$ cat src/rtl/hazard_pkg.sv
// Shared types and encodings for the pipeline hazard controller.
// Holds the memory-wait FSM states, forward-mux selects and the load marker.
package hazard_pkg;

  localparam int REG_IDX_W = 5;

  typedef enum logic [1:0] {
    RUN      = 2'd0,
    MEM_WAIT = 2'd1,
    ERR      = 2'd2
  } mem_state_t;

  localparam logic [1:0] FWD_RF = 2'b00;
  localparam logic [1:0] FWD_W  = 2'b01;
  localparam logic [1:0] FWD_M  = 2'b10;

  localparam logic [1:0] RESULT_SRC_LOAD = 2'b01;

  // Memory stage wins over writeback because it holds the younger result.
  function automatic logic [1:0] fwd_select(
    input logic                 wr_m,
    input logic [REG_IDX_W-1:0] rd_m,
    input logic                 wr_w,
    input logic [REG_IDX_W-1:0] rd_w,
    input logic [REG_IDX_W-1:0] rs
  );
    if (wr_m && (rd_m != '0) && (rd_m == rs)) return FWD_M;
    if (wr_w && (rd_w != '0) && (rd_w == rs)) return FWD_W;
    return FWD_RF;
  endfunction

endpackage

$ cat src/rtl/mem_wait_fsm.sv
// Tracks an outstanding data-memory access, counts wait cycles and latches
// a sticky timeout error; the stall request is combinational from state.
module mem_wait_fsm
  import hazard_pkg::*;
#(
  parameter int MEM_TIMEOUT = 16
) (
  input  logic clk,
  input  logic rst,
  input  logic mem_req,
  input  logic mem_ready,
  output logic mem_stall,
  output logic mem_err
);

  localparam int WAIT_W = $clog2(MEM_TIMEOUT + 1);
  localparam logic [WAIT_W-1:0] WAIT_LAST = WAIT_W'(MEM_TIMEOUT - 1);

  mem_state_t        state_reg;
  logic [WAIT_W-1:0] wait_cnt_reg;
  logic              mem_err_reg;

  always_ff @(posedge clk or posedge rst) begin
    if (rst) begin
      state_reg    <= RUN;
      wait_cnt_reg <= '0;
      mem_err_reg  <= 1'b0;
    end else begin
      case (state_reg)
        RUN: begin
          if (mem_req && !mem_ready) begin
            state_reg    <= MEM_WAIT;
            wait_cnt_reg <= WAIT_W'(1);
          end
        end
        MEM_WAIT: begin
          if (mem_ready) begin
            state_reg    <= RUN;
            wait_cnt_reg <= '0;
          end else if (wait_cnt_reg >= WAIT_LAST) begin
            // >= keeps tiny MEM_TIMEOUT values from wrapping past the limit
            state_reg   <= ERR;
            mem_err_reg <= 1'b1;
          end else begin
            wait_cnt_reg <= wait_cnt_reg + WAIT_W'(1);
          end
        end
        ERR: begin
          mem_err_reg <= 1'b1;
        end
        default: begin
          state_reg    <= RUN;
          wait_cnt_reg <= '0;
        end
      endcase
    end
  end

  always_comb begin
    mem_stall = 1'b0;
    case (state_reg)
      RUN:      mem_stall = mem_req && !mem_ready;
      MEM_WAIT: mem_stall = !mem_ready;
      default:  mem_stall = 1'b1;
    endcase
  end

  assign mem_err = mem_err_reg;

endmodule

$ cat src/rtl/hazard_ctrl.sv
// Pipeline hazard controller: memory-wait stall, branch flush, load-use/RAW
// stall and operand forwarding. Define HAZARD_FORWARDING_EN to enable forwarding.
module hazard_ctrl
  import hazard_pkg::*;
#(
  parameter int MEM_TIMEOUT = 16,
  parameter int CNT_WIDTH   = 32
) (
  input  logic                 clk,
  input  logic                 rst,
  input  logic [4:0]           Rs1_D,
  input  logic [4:0]           Rs2_D,
  input  logic [4:0]           Rs1_E,
  input  logic [4:0]           Rs2_E,
  input  logic [4:0]           Rd_E,
  input  logic [4:0]           Rd_M,
  input  logic [4:0]           Rd_W,
  input  logic                 regWrite_E,
  input  logic                 regWrite_M,
  input  logic                 regWrite_W,
  input  logic [1:0]           resultSrc_E,
  input  logic                 PCsrc_E,
  input  logic                 memReq_M,
  input  logic                 memReady_M,
  output logic                 stall_F,
  output logic                 stall_D,
  output logic                 stall_E,
  output logic                 stall_M,
  output logic                 flush_D,
  output logic                 flush_E,
  output logic                 flush_W,
  output logic [1:0]           forwardA_E,
  output logic [1:0]           forwardB_E,
  output logic                 memErr,
  output logic [CNT_WIDTH-1:0] stallCnt
);

  logic                 mem_stall;
  logic                 data_hazard;
  logic [1:0]           load_use_hit;
  logic [1:0]           raw_hit;
  logic [4:0]           rs_d [2];
  logic [4:0]           rs_e [2];
  logic [1:0]           fwd_sel [2];
  logic [CNT_WIDTH-1:0] stall_cnt_reg;

  mem_wait_fsm #(
    .MEM_TIMEOUT(MEM_TIMEOUT)
  ) u_mem_wait_fsm (
    .clk      (clk),
    .rst      (rst),
    .mem_req  (memReq_M),
    .mem_ready(memReady_M),
    .mem_stall(mem_stall),
    .mem_err  (memErr)
  );

  assign rs_d[0] = Rs1_D;
  assign rs_d[1] = Rs2_D;
  assign rs_e[0] = Rs1_E;
  assign rs_e[1] = Rs2_E;

  // One detector per source operand; index 0 is rs1, index 1 is rs2.
  for (genvar gi = 0; gi < 2; gi++) begin : g_src
    assign load_use_hit[gi] = (resultSrc_E == RESULT_SRC_LOAD) &&
                              (Rd_E != 5'd0) && (Rd_E == rs_d[gi]);
`ifdef HAZARD_FORWARDING_EN
    assign fwd_sel[gi] = fwd_select(regWrite_M, Rd_M, regWrite_W, Rd_W, rs_e[gi]);
    assign raw_hit[gi] = 1'b0;
`else
    // Without bypass paths any pending E/M write must drain before decode reads.
    assign raw_hit[gi] = (rs_d[gi] != 5'd0) &&
                         ((regWrite_E && (Rd_E == rs_d[gi])) ||
                          (regWrite_M && (Rd_M == rs_d[gi])));
    assign fwd_sel[gi] = FWD_RF;
`endif
  end

`ifdef HAZARD_FORWARDING_EN
  logic unused_raw_inputs;
  assign unused_raw_inputs = regWrite_E;
`else
  logic unused_fwd_inputs;
  assign unused_fwd_inputs = ^{rs_e[0], rs_e[1], Rd_W, regWrite_W};
`endif

  assign data_hazard = (|load_use_hit) || (|raw_hit);
  assign forwardA_E  = fwd_sel[0];
  assign forwardB_E  = fwd_sel[1];

  // Memory wait freezes everything, so a redirect or load-use waits behind it.
  always_comb begin
    stall_F = 1'b0;
    stall_D = 1'b0;
    stall_E = 1'b0;
    stall_M = 1'b0;
    flush_D = 1'b0;
    flush_E = 1'b0;
    flush_W = 1'b0;
    if (mem_stall) begin
      stall_F = 1'b1;
      stall_D = 1'b1;
      stall_E = 1'b1;
      stall_M = 1'b1;
      flush_W = 1'b1;
    end else if (PCsrc_E) begin
      flush_D = 1'b1;
      flush_E = 1'b1;
    end else if (data_hazard) begin
      stall_F = 1'b1;
      stall_D = 1'b1;
      flush_E = 1'b1;
    end
  end

  always_ff @(posedge clk or posedge rst) begin
    if (rst) begin
      stall_cnt_reg <= '0;
    end else if (stall_F && (stall_cnt_reg != '1)) begin
      stall_cnt_reg <= stall_cnt_reg + CNT_WIDTH'(1);
    end
  end

  assign stallCnt = stall_cnt_reg;

endmodule

$ cat config.mk
export PLATFORM = sky130hd
export DESIGN_NAME = hazard_ctrl
export DESIGN_NICKNAME = d
export VERILOG_FILES = /design/src/rtl/hazard_pkg.sv /design/src/rtl/mem_wait_fsm.sv /design/src/rtl/hazard_ctrl.sv
export SDC_FILE = /design/constraint.sdc
export NUM_CORES = 1
export LEC_CHECK = 0
export BUFFER_PORTS_ARGS = -buffer_cell sky130_fd_sc_hd__buf_2
export CAP_MARGIN = 20
export CORE_UTILIZATION = 38
export DETAILED_ROUTE_END_ITERATION = 10
export PLACE_DENSITY = 0.78
export SLEW_MARGIN = 20
export SYNTH_ARGS = -nofsm -noshare
export SYNTH_HDL_FRONTEND = slang
export SYNTH_SLANG_ARGS = --single-unit
$ cat constraint.sdc
create_clock -name clk -period 2.3 [get_ports clk]
set_input_delay 0 -clock clk [delete_from_list [all_inputs] [get_ports clk]]
set_output_delay 0 -clock clk [all_outputs]
set_load 0.02 [all_outputs]
* Word level (Yosys, flattened, before mapping) *
Index checks and enable logic that the tools add are counted.

cells by class
  $add $sub $neg = 2
  order comparisons = 1
  equality and inequality tests = 13
  mux-type cells = 20
  bitwise operators = 1
  reduce and logical (&&, ||, !) cells = 25

operators by type and width
  cell                   count
  $add 32x1->32 const B  1
  $ne 32x32->1 const B   1
  $eq 5x5->1             4
  $mux 5                 3
  $pmux 5 s3             1
  $reduce_bool 5->1      3
  $logic_and 1x1->1      11
  $mux 1                 10
  $reduce_and 3->1       3
  $mux 2                 3
  $pmux 2 s3             1
  $add 5x1->5 const B    1
  $ge 5x4->1 const B     1
  $eq 2x1->1 const B     2
  $ne 2x1->1 const B     2
  $pmux 1 s2             2
  $reduce_or 2->1        2
  $logic_or 1x1->1       3
  $ne 3x2->1 const B     1
  $ne 3x3->1 const B     1
  $eq 2x2->1 const B     1
  $logic_not 2->1        1
  $ne 2x2->1 const B     1
  $reduce_bool 2->1      1
  other kinds (2)        2

word-level totals
  register bits = 40
  bits of input ports = 45
  output and inout port bits = 44

* Depth between registers and ports, before layout *
Gate-level depths: netlist of the first run.

  word-level depth = 10
  gate-level depth with buffers = 9

* Modules after synthesis *
From an unflattened synthesis of the first run, not the netlist that was laid out.

second synthesis, totals
  cell total of the unflattened synthesis = 248
  area, all modules = 2373.5 µm²

modules (own cells, without submodules)
  module        times used  cells each  area each (µm²)  sequential area each (µm²)
  hazard_ctrl   1           200         1910.6           800.8
  mem_wait_fsm  1           48          462.9            200.2

* Least setup slack after synthesis of the first run *
No wires, ideal clock.

  path kind = flip-flop to flip-flop
  start = reg stall_cnt_reg[16] (netlist: stallCnt[16])
  end = reg stall_cnt_reg[3] (netlist: stallCnt[3])
  library setup time = 130 ps
  arrival time = 2128 ps
  data required time = 2170 ps
  path slack = 42 ps
  stages on the path, launching flop included = 10
  period minus slack after synthesis = 2258 ps
  cell sequence = dfrtp_1 and3_1 and4_1 and3_1 nand3_1 nor2_1 a221oi_4 buf_6 nand4_1 xnor2_1

on the way
  cells in the longest elaborated chain, start to end = 2

RTL lines
  element                 RTL line            RTL
  start, declared         hazard_ctrl.sv:45   logic [CNT_WIDTH-1:0] stall_cnt_reg;
  start signal, assigned  hazard_ctrl.sv:120  stall_cnt_reg <= stall_cnt_reg + CNT_WIDTH'(1);
  $ne 32x32->1            hazard_ctrl.sv:119  end else if (stall_F && (stall_cnt_reg != '1)) begin
  $logic_and 1x1->1       hazard_ctrl.sv:119

Every way passes these cells.
A chain may end at the register's enable or synchronous reset.

* Final worst setup path of the first run *
  start = reg stall_cnt_reg[16] (netlist: stallCnt[16])
  end = reg stall_cnt_reg[1] (netlist: stallCnt[1])

The elaborated chain is that of the path after synthesis.

==> results of run 1 <==
==> layout make-up <==
type / instances / share of cell area
tap: 72 / 0.0306
multi-input combinational: 174 / 0.407
timing repair buffer: 82 / 0.170
sequential: 40 / 0.340
clock buffer: 7 / 0.0327
clock inverter: 1 / 0.0102
inverter: 7 / 0.00892
==> synthesized netlist by cell type <==
library cell	instances	area share
nand2b_1	1	0.0027
xnor2_1	35	0.13
nand4_1	14	0.038
nand2_1	12	0.020
inv_1	7	0.011
nor4_2	1	0.0055
o22ai_2	1	0.0055
a221oi_4	1	0.011
or2_2	2	0.0055
and3_1	19	0.052
mux2_2	1	0.0049
ha_1	3	0.016
conb_1	1	0.0016
a221oi_1	1	0.0038
mux2i_1	3	0.013
nand3_1	19	0.041
and4_1	1	0.0038
a21oi_1	6	0.013
dfrtp_1	40	0.44
buf_4	7	0.023
o21ai_1	2	0.0044
a211oi_2	1	0.0055
buf_6	2	0.0098
or4_1	2	0.0065
o21ai_0	2	0.0044
xor2_1	17	0.065
clkbuf_1	2	0.0033
nor4_1	1	0.0027
nor3_1	3	0.0065
o22ai_1	4	0.011
nor2b_1	3	0.0082
nor2_1	11	0.018
and2_1	2	0.0055
a211oi_1	2	0.0065
==> per-stage QoR <==
step | hold slack, ns | utilization
CTS | 0.0249 | 0.506
global route | 0.0430 | 0.519
detailed placement | 0.154 | 0.480
finish | 0.0377 | 0.519
floorplan | 0.153 | -
global placement | 0.153 | 0.480
==> final timing paths <==
kind	start	end	slack (ns)	depth (start not counted)
hold / removal	memReady_M	u_mem_wait_fsm.state_reg[0]$_DFFE_PP0P_	0.04	3
max in group asynchronous	rst	stallCnt[19]$_DFFE_PP0P_	1.58	4
setup / recovery	stallCnt[16]$_DFFE_PP0P_	stallCnt[1]$_DFFE_PP0P_	0.10	9
min in group asynchronous	rst	stallCnt[8]$_DFFE_PP0P_	0.38	4
hold reg to reg	u_mem_wait_fsm.mem_err$_DFFE_PP0P_	u_mem_wait_fsm.mem_err$_DFFE_PP0P_	0.47	1
setup reg to reg	stallCnt[16]$_DFFE_PP0P_	stallCnt[1]$_DFFE_PP0P_	0.10	9
==> layer usage <==
| metal | part of all wire | vias to the layer above | wire, um |
|---|---|---|---|
| met5 | 0 | - | 0 |
| met4 | 0.015 | 0 | 79 |
| met3 | 0.078 | 7 | 407 |
| met2 | 0.48 | 76 | 2510 |
| met1 | 0.43 | 955 | 2250 |
| li1 | - | 950 | - |
==> report_power, final <==
part	switching, mW	total, mW	internal (mW)
clock	0.241	0.624	0.383
sequential	0.0766	0.843	0.766
combinational	0.249	0.439	0.190
total	0.566	1.91	1.34
==> logic make-up after synthesis <==
logic type	Yosys count	share of synthesized area
adders and majority gates	3	0.0164
xor gates and xnor gates	52	0.199
buffers and inverters	18	0.0475
other	1	0.00164
muxes	4	0.0180
DFF	40	0.436
and+or+nand+nor	91	0.216
AOI/OAI and AO/OA	20	0.0655
==> critical path, stage by stage, from the launching register on <==
cell and delay (ns):
dfrtp_1 0.41, and3_4 0.20, and4_1 0.22, and3_1 0.20, nand3_1 0.10, nor2_1 0.09
a221oi_4 0.26, buf_6 0.16, buf_12 0.12, mux2_2 0.32
==> timing repair <==
action                     CTS  global route
buffers inserted             0             2
resized for setup            0             2
setup endpoints to repair    0             1
hold endpoints to repair    41             0
hold buffers                 2             0
==> impl_metrics.py, run 1 <==
metrics = {
    "synth": {
        "seq_area_frac_synth": 0.436,
        "synth_seq_cells": 40,
        "ys_types": 34,
        "synth_area_per_cell_um2": 10.0,
        "syn_inst": 229,
        "yosys_warnings": 0,
        "syn_area_um2": 2290,
    },
    "global_route": {
        "antenna_found_initial": 0,
        "grt_pass1_wl_mm": 8.45,
        "grtUsageMet3": 0.0514,
        "grt_pass1_vias": 1975,
        "use_met2": 0.297,
        "grt_usage": 0.170,
        "grt.busiest_layer": "met2",
        "grt_max_degree": 41,
        "use_met1": 0.190,
        "overflow": 0,
    },
    "routing": {
        "ant_nets": 0,
        "drtIter0Drc": 106,
        "vias": 1988,
        "vias_per_cell": 5.19,
        "routedWlPerCell_um": 13.7,
        "drt-total-wl_mm": 5.25,
        "drc": 0,
        "drt_pass1_iterations": 4,
    },
    "cts": {
        "cts_tree": "done",
        "clockBufferDepth": 2,
        "cts.clk_slew.worst_paths_ns": 0.08,
        "cts_root_buf": "clkbuf_8",
        "clock_sinks": 40,
        "htreeDepth": 2,
        "clkLatencyLatePin_ns": 0.29,
        "cts_buffers": 5,
    },
    "layout": {
        "largest_register_ffs": 32,
        "n_antenna_cell": 0,
        "final_cell_mix": "buf_2 (68), dfrtp_1 (40), xnor2_1 (35)",
        "syn2layout_area_growth_pct": 28.4,
        "final_nets": 358,
        "final_common_cell": "buf_2",
        "stdcell_count": 383,
        "multi_input_area_um2": 1200,
        "drive_gt1_frac": 0.309,
        "n_fill_cell": 537,
        "seqCellArea_um2": 1000,
        "stdcell_area_um2": 2950,
    },
    "sta": {
        "layout_setup_ws_ns": 0.102,
        "rsz0062_at_grt": "no",
        "min_period_ns": 2.20,
        "final.period_utilization": 0.956,
        "finalSetupTns_ns": 0,
        "timing.final.hold_violations": 0,
        "max_freq_mhz": 455,
        "drv_slew": 0,
        "fin_skew_ns": 0.00629,
        "finalSetupViolations": 0,
    },
    "worst_setup_path": {
        "start_kind": "flop",
        "crit_type": "reg -> reg",
        "critPathRequiredTime_ns": 2.48,
        "critPathCaptureType": "flop",
        "critPathMaxFanout": 7,
        "cp_data_arrival_time_ns": 2.38,
    },
    "job": {
        "cap_violations": 0,
    },
    "outcome": {
        "status": "completed",
    },
    "floorplan": {
        "fp.dieH_um": 79.7,
        "row_count": 27,
        "die_area_um2": 6350,
        "die_w_um": 79.7,
        "initial_core_util": 0.404,
        "core_area_um2": 5680,
        "ios": 89,
    },
    "placement": {
        "place_hpwl_mm": 3.83,
        "dpl_worst_slack_ns": 0.129,
        "dp_cells": 369,
        "post_dp_cell_area_um2": 2730,
        "gp_congestion": 0.786,
        "port_buffers": 68,
    },
    "hold_path": {
        "hold_class": "in -> reg",
    },
    "power": {
        "powerDensity_nw_per_um2": 647,
        "total_power_mw": 1.91,
        "power_leakage_nw": 1.46,
        "ir_drop_mv": 0.708,
    },
}
Note: power is estimated with default switching activity, not from simulation.
==> run 2, diff against run 1 <==
Settings changed: ABC_AREA set to 1, PLACE_DENSITY 0.78 to 0.75.
==> run 2 against run 1 <==
Maximum frequency increased by 6.6%. Critical path depth rose by 2. Hold slack better by 0.018 ns. Wire length is 64% higher. Power rose by 30%. Clock skew up 0.0045 ns. Setup slack improved by 0.14 ns. Die area up 34%. Clock-buffer cell count decreased by 1. Critical path type unchanged. Largest power group is now combinational cells.
==> impl_metrics.py, run 2 <==
metrics = {
    "global_route": {
        "overflow": 0,
        "grtUsageMet3": 0.0299,
        "grt_max_degree": 41,
        "grt.busiest_layer": "met2",
        "use_met1": 0.284,
        "grt_pass1_wl_mm": 14.5,
        "grt_usage": 0.211,
        "grt_pass1_vias": 3160,
        "antenna_found_initial": 0,
        "use_met2": 0.351,
    },
    "synth": {
        "synth_top_area_cell": "dfrtp_1",
        "synth.top_cell.area_share": 0.324,
        "synth.most_common_cell": "nand2_1",
        "syn_area_um2": 3090,
        "ys_types": 29,
        "seq_area_frac_synth": 0.324,
        "syn_inst": 470,
        "synth_seq_cells": 40,
        "synth_flop_cell": "dfrtp_1",
        "yosys_warnings": 0,
        "ys_top_cells_by_count": "nand2_1 (153), inv_1 (55), nor2_1 (52), dfrtp_1 (40), nand4_1 (40)",
        "synth-edff-count": 0,
        "async_flop_share": 1.00,
        "synth.area.top_cells": "dfrtp_1 (32%), nand2_1 (19%), nand4_1 (8.1%), inv_1 (6.7%), nor2_1 (6.3%)",
        "synth_area_per_cell_um2": 6.58,
    },
    "worst_setup_path": {
        "critPathMostFrequentCell": "nand2_1",
        "max_stage_delay_ns": 0.48,
        "path_delay_family": "simple AND/OR/NAND/NOR gates",
        "crit_type": "reg -> reg",
        "r2r_end": "stallCnt[0]$_DFFE_PP0P_",
        "cp_data_arrival_time_ns": 2.29,
        "r2r_start": "stallCnt[2]$_DFFE_PP0P_",
        "critPathCaptureType": "flop",
        "reg2reg_depth": 11,
        "start_kind": "flop",
        "critPathRequiredTime_ns": 2.53,
        "critPathMaxFanout": 18,
        "cp_num_buf_inv": 1,
        "cpMaxStageDelayCell": "dfrtp_1",
        "path_cells": "nand2_1 > nor2_1 > nand2_2 > nor3_2 > nand3_1 > nor2_1 > nand2_1 > nand3_2 > buf_12 > nand2_1 > nand2_1",
        "rrSetupSlack_ns": 0.24,
    },
    "sta": {
        "drv_slew": 0,
        "timing.final.hold_violations": 0,
        "relSlewSlack": 0.655,
        "rsz0062_at_grt": "no",
        "layout_setup_ws_ns": 0.239,
        "worst_pin_slew_ns": 0.518,
        "finalSetupTns_ns": 0,
        "finalSetupViolations": 0,
        "max_freq_mhz": 485,
        "min_period_ns": 2.06,
        "final.period_utilization": 0.896,
        "fin_skew_ns": 0.0108,
    },
    "outcome": {
        "status": "completed",
    },
    "power": {
        "powerDensity_nw_per_um2": 683,
        "combinationalPowerShare": 0.410,
        "clkPwrFrac": 0.236,
        "power.switching_mw": 1.05,
        "p_int_mw": 1.42,
        "p_seq_frac": 0.354,
        "ir_drop_mv": 0.414,
        "power_leakage_nw": 1.95,
        "swShare": 0.424,
    },
    "floorplan": {
        "ios": 89,
        "initial_core_util": 0.396,
        "fp.dieH_um": 92.2,
        "die_w_um": 92.2,
        "die_area_um2": 8500,
        "row_count": 32,
        "core_area_um2": 7810,
    },
    "cts": {
        "cts_resized": 0,
        "clock_sinks": 40,
        "htreeDepth": 2,
        "cts_tree": "done",
        "clkLatencyLatePin_ns": 0.30,
        "hold_buffers": 1,
        "clockBufferDepth": 2,
        "cts.clk_slew.worst_paths_ns": 0.08,
        "cts_buffers": 5,
        "postCtsSetupBuffers": 0,
        "cts_root_buf": "clkbuf_8",
    },
    "placement": {
        "place_hpwl_mm": 6.65,
        "port_buffers": 68,
        "dpl_worst_slack_ns": 0.263,
        "gp_congestion": 0.947,
    },
    "routing": {
        "vias": 3289,
        "ant_nets": 0,
        "routedWlPerCell_um": 13.5,
        "drt-total-wl_mm": 8.60,
        "vias_per_cell": 5.16,
        "drt_pass1_iterations": 4,
        "drc": 0,
        "drtIter0Drc": 199,
    },
    "layout": {
        "n_antenna_cell": 0,
        "final_common_cell": "nand2_1",
        "final_cell_mix": "nand2_1 (153), buf_2 (68), inv_1 (55)",
        "final_util": 0.463,
        "drive_gt1_frac": 0.164,
        "final_nets": 583,
        "syn2layout_area_growth_pct": 16.9,
        "largest_register_ffs": 32,
    },
    "hold_path": {
        "timing.hold.worst_endpoint": "u_mem_wait_fsm.wait_cnt_reg[3]$_DFFE_PP0P_",
        "hold_depth": 4,
        "hold_class": "in -> reg",
        "hold_start": "memReady_M",
    },
    "job": {
        "cap_violations": 0,
    },
}
-- run 2: cell types whose count changed in the layout (fill, tap and decap cells not counted), sizes merged, moves of 19 or more --
cell,previous run,this run
nand2,12,154
inv,7,55
nor2,11,53
nand4,14,41
xnor2,35,12
and3,19,0
nor3,3,22
-- run 2: stage by stage --
step / total power [mW] / area, um^2 / std cells / hold WS [ns]
after global placement: 1.86 / 3500 / 629 / 0.161
after floorplan: 1.64 / 3100 / 473 / 0.218
after global routing: 2.63 / 3620 / 638 / 0.0994
final: 2.47 / 3620 / 638 / 0.0557
after CTS: 2.48 / 3620 / 638 / 0.0476
after detailed placement: 1.89 / 3500 / 629 / 0.175
-- run 2: worst max path at each step --
stage	startpoint	endpoint	slack, ns	cells past startpoint
2_1_floorplan	stallCnt[1]$_DFFE_PP0P_	stallCnt[24]$_DFFE_PP0P_	0.55	8
3_3_place_gp	stallCnt[2]$_DFFE_PP0P_	stallCnt[13]$_DFFE_PP0P_	0.30	11
3_5_place_dp	stallCnt[2]$_DFFE_PP0P_	stallCnt[10]$_DFFE_PP0P_	0.26	11
4_1_cts	stallCnt[2]$_DFFE_PP0P_	stallCnt[10]$_DFFE_PP0P_	0.24	11
5_1_grt	stallCnt[2]$_DFFE_PP0P_	stallCnt[10]$_DFFE_PP0P_	0.03	11
6_report	stallCnt[2]$_DFFE_PP0P_	stallCnt[0]$_DFFE_PP0P_	0.24	11
-- run 2: routing by layer --
| layer | vias up | share of wire |
|---|---|---|
| li1 | 1635 | - |
| met1 | 1564 | 0.47 |
| met2 | 77 | 0.47 |
| met3 | 13 | 0.039 |
| met4 | 0 | 0.016 |
| met5 | - | 0 |
-- run 2: worst register-to-register path, cell delays in order, from the launching register on --
cell and delay (ns):
dfrtp_1 0.48, nand2_1 0.08, nor2_1 0.26, nand2_2 0.16
nor3_2 0.15, nand3_1 0.11, nor2_1 0.10, nand2_1 0.09
nand3_2 0.27, buf_12 0.19, nand2_1 0.06, nand2_1 0.07
-- run 2: layout make-up --
class,count,area (um^2)
Multi-Input combinational cell,358,1770
Timing Repair Buffer,75,408
Sequential cell,40,1000
Clock buffer,6,72.6
Inverter,55,206
Clock inverter,2,35.0
Fill cell,833,4190
Tap cell,102,128
-- run 2: power groups by stage --
| stage | sequential [mW] | combinational, mW | clock [mW] |
|---|---|---|---|
| after floorplan | 0.932 | 0.712 | 0 |
| after global placement | 0.885 | 0.974 | 0 |
| after detailed placement | 0.887 | 1.01 | 0 |
| after CTS | 0.875 | 1.01 | 0.593 |
| after global routing | 0.891 | 1.12 | 0.619 |
| final | 0.873 | 1.01 | 0.584 |
-- run 2: cells by family (layout without fill, tap and decap cells) --
group | count (synthesis) | after routing | share of synthesized area
AO/OA/AOI/OAI | 21 | 21 | 0.0372
XOR/XNOR | 33 | 33 | 0.0934
adder cells (fa/ha/maj) | 3 | 3 | 0.0121
buffers and inverters | 75 | 138 | 0.109
flip-flops | 40 | 40 | 0.324
other | 1 | 4 | 0.00121
AND/OR/NAND/NOR | 297 | 297 | 0.423
==> run 3, diff against run 2 <==
==> constraint.sdc (replaced) <==
create_clock -name clk -period 2.3 [get_ports clk]
set_input_delay 0.23 -clock clk [delete_from_list [all_inputs] [get_ports clk]]
set_output_delay 0.23 -clock clk [all_outputs]
set_load 0.02 [all_outputs]
==> run 3 against run 2 <==
Final cell count shrank 0.16%. Non-clock buffer count is the same. Maximum frequency grew 1.9%. Wire length shrank 0.57%. First-iteration DRC count grew 4.5%. Critical endpoint is now stallCnt[16]$_DFFE_PP0P_. Die area is the same. Setup slack gained 0.038 ns. Via count shrank 0.40%. Clock skew shrank 0.0035 ns.
==> impl_metrics.py, run 3 (synthesized netlist as in run 2, its figures left out) <==
metrics = {
    "sta": {
        "drv_slew": 0,
        "worst_pin_slew_ns": 0.527,
        "fin_skew_ns": 0.00725,
        "min_period_ns": 2.02,
        "rsz0062_at_grt": "no",
        "max_freq_mhz": 494,
        "final.period_utilization": 0.880,
        "relSlewSlack": 0.649,
        "timing.final.hold_violations": 0,
        "finalSetupTns_ns": 0,
        "finalSetupViolations": 0,
        "hold_slack_ns": 0.0547,
    },
    "routing": {
        "drtIter0Drc": 208,
        "vias": 3276,
        "drt-total-wl_mm": 8.55,
        "route.met3.wl_um": 488,
        "highest-signal-layer": "met4",
        "drt-met1-wl_mm": 3.92,
        "routedWlPerCell_um": 13.4,
        "drt_pass1_iterations": 5,
        "routed-wl-met2_mm": 4.07,
        "vias_per_cell": 5.14,
        "ant_nets": 0,
        "drc": 0,
    },
    "layout": {
        "drive_gt1_frac": 0.166,
        "n_fill_cell": 836,
        "n_antenna_cell": 0,
        "final_util": 0.462,
        "syn2layout_area_growth_pct": 16.7,
        "final_cell_mix": "nand2_1 (153), buf_2 (68), inv_1 (55)",
        "final_common_cell": "nand2_1",
        "final_nets": 583,
        "stdcell_count": 637,
        "largest_register_ffs": 32,
    },
    "global_route": {
        "grt_usage": 0.213,
        "grt_pass1_vias": 3125,
        "grt_max_degree": 41,
        "grt_pass1_wl_mm": 14.7,
        "overflow": 0,
        "antenna_found_initial": 0,
    },
    "floorplan": {
        "initial_core_util": 0.396,
        "die_w_um": 92.2,
        "die_area_um2": 8500,
        "ios": 89,
        "core_area_um2": 7810,
        "fp.dieH_um": 92.2,
        "row_count": 32,
    },
    "cts": {
        "cts_buffers": 5,
        "cts.clk_slew.worst_paths_ns": 0.07,
        "clockBufferDepth": 2,
        "clkLatencyLatePin_ns": 0.29,
        "clock_sinks": 40,
        "cts_tree": "done",
        "postCtsSetupBuffers": 0,
        "cts_root_buf": "clkbuf_8",
        "hold_buffers": 0,
        "htreeDepth": 2,
    },
    "power": {
        "ir_drop_mv": 0.386,
        "swShare": 0.426,
        "combinationalPowerShare": 0.426,
        "power.switching_mw": 1.02,
        "p_seq_frac": 0.366,
        "clkPwrFrac": 0.208,
        "powerDensity_nw_per_um2": 666,
        "power_leakage_nw": 1.95,
        "p_int_mw": 1.38,
    },
    "placement": {
        "dp_cells": 630,
        "gp_congestion": 0.925,
        "place_hpwl_mm": 6.67,
        "port_buffers": 68,
    },
    "hold_path": {
        "hold_class": "in -> async",
    },
    "worst_setup_path": {
        "critPathCaptureType": "flop",
        "crit_type": "reg -> reg",
        "critPathRequiredTime_ns": 2.48,
        "r2r_end": "stallCnt[16]$_DFFE_PP0P_",
        "cp_data_arrival_time_ns": 2.20,
        "r2r_start": "stallCnt[2]$_DFFE_PP0P_",
        "rrSetupSlack_ns": 0.28,
        "reg2reg_depth": 10,
        "start_kind": "flop",
        "critPathMaxFanout": 31,
    },
    "job": {
        "cap_violations": 0,
    },
    "outcome": {
        "status": "completed",
    },
}
==> run 3: cell count changes in the layout (fill, tap and decap cells not counted), sizes merged <==
cell / change
clkinv: -1
dlygate4sd3: -1
clkbuf: +1
bufinv: -1
buf: +1
==> run 3: worst max path at each step <==
stage | depth (start not counted) | to | start | slack (ns)
after global routing | 11 | stallCnt[9]$_DFFE_PP0P_ | stallCnt[2]$_DFFE_PP0P_ | 0.03
after global placement | 11 | stallCnt[9]$_DFFE_PP0P_ | stallCnt[2]$_DFFE_PP0P_ | 0.30
after CTS | 11 | stallCnt[2]$_DFFE_PP0P_ | stallCnt[2]$_DFFE_PP0P_ | 0.24
final | 10 | stallCnt[16]$_DFFE_PP0P_ | stallCnt[2]$_DFFE_PP0P_ | 0.28
after detailed placement | 11 | stallCnt[2]$_DFFE_PP0P_ | stallCnt[2]$_DFFE_PP0P_ | 0.28
after floorplan | 12 | stall_F | Rd_E[3] | 0.45
==> run 3: cell type report <==
type	instances	area (um^2)	share of cell area
multi-input cells	358	1770	0.491
flip-flops and latches	40	1000	0.277
repair buffers	75	405	0.112
inverters	55	206	0.0572
well taps	102	128	0.0354
clock buffers	7	96.3	0.0267
==> run 3: through the flow <==
| stage | power (mW) | cell area, um^2 | setup slack (ns) |
|---|---|---|---|
| finish | 2.40 | 3610 | 0.277 |
| global route | 2.58 | 3610 | 0.0294 |
| global placement | 1.87 | 3510 | 0.300 |
| detailed placement | 1.91 | 3510 | 0.276 |
| floorplan | 1.64 | 3100 | 0.453 |
| CTS | 2.41 | 3600 | 0.241 |
==> run 3: power by group through the flow <==
stage	combinational, mW	sequential [mW]	clock, mW
final	1.02	0.879	0.500
after global routing	1.14	0.895	0.545
after CTS	1.02	0.879	0.517
after detailed placement	1.01	0.890	0
after global placement	0.986	0.885	0
after floorplan	0.712	0.932	0
==> run 3: timing repair <==
action | 4_1_cts | 5_1_grt
endpoints found under the hold margin | 0 | 0
resized for setup | 0 | 1
setup endpoints to repair | 0 | 6
==> run 3: critical path, cell delays in order (launching register included) <==
cell	delay (ns)
dfrtp_1	0.48
nand2_1	0.08
nor2_1	0.25
nand2_2	0.16
nor3_2	0.15
nand3_1	0.11
nor2_1	0.10
nand2_1	0.12
buf_4	0.26
nand4_1	0.13
nand2_1	0.07
==> run 3: layer usage <==
metal	track usage	up-vias
li1	-	1636
met2	0.357	111
met4	0.0534	0
met5	0	-
met1	0.281	1519
met3	0.0398	10
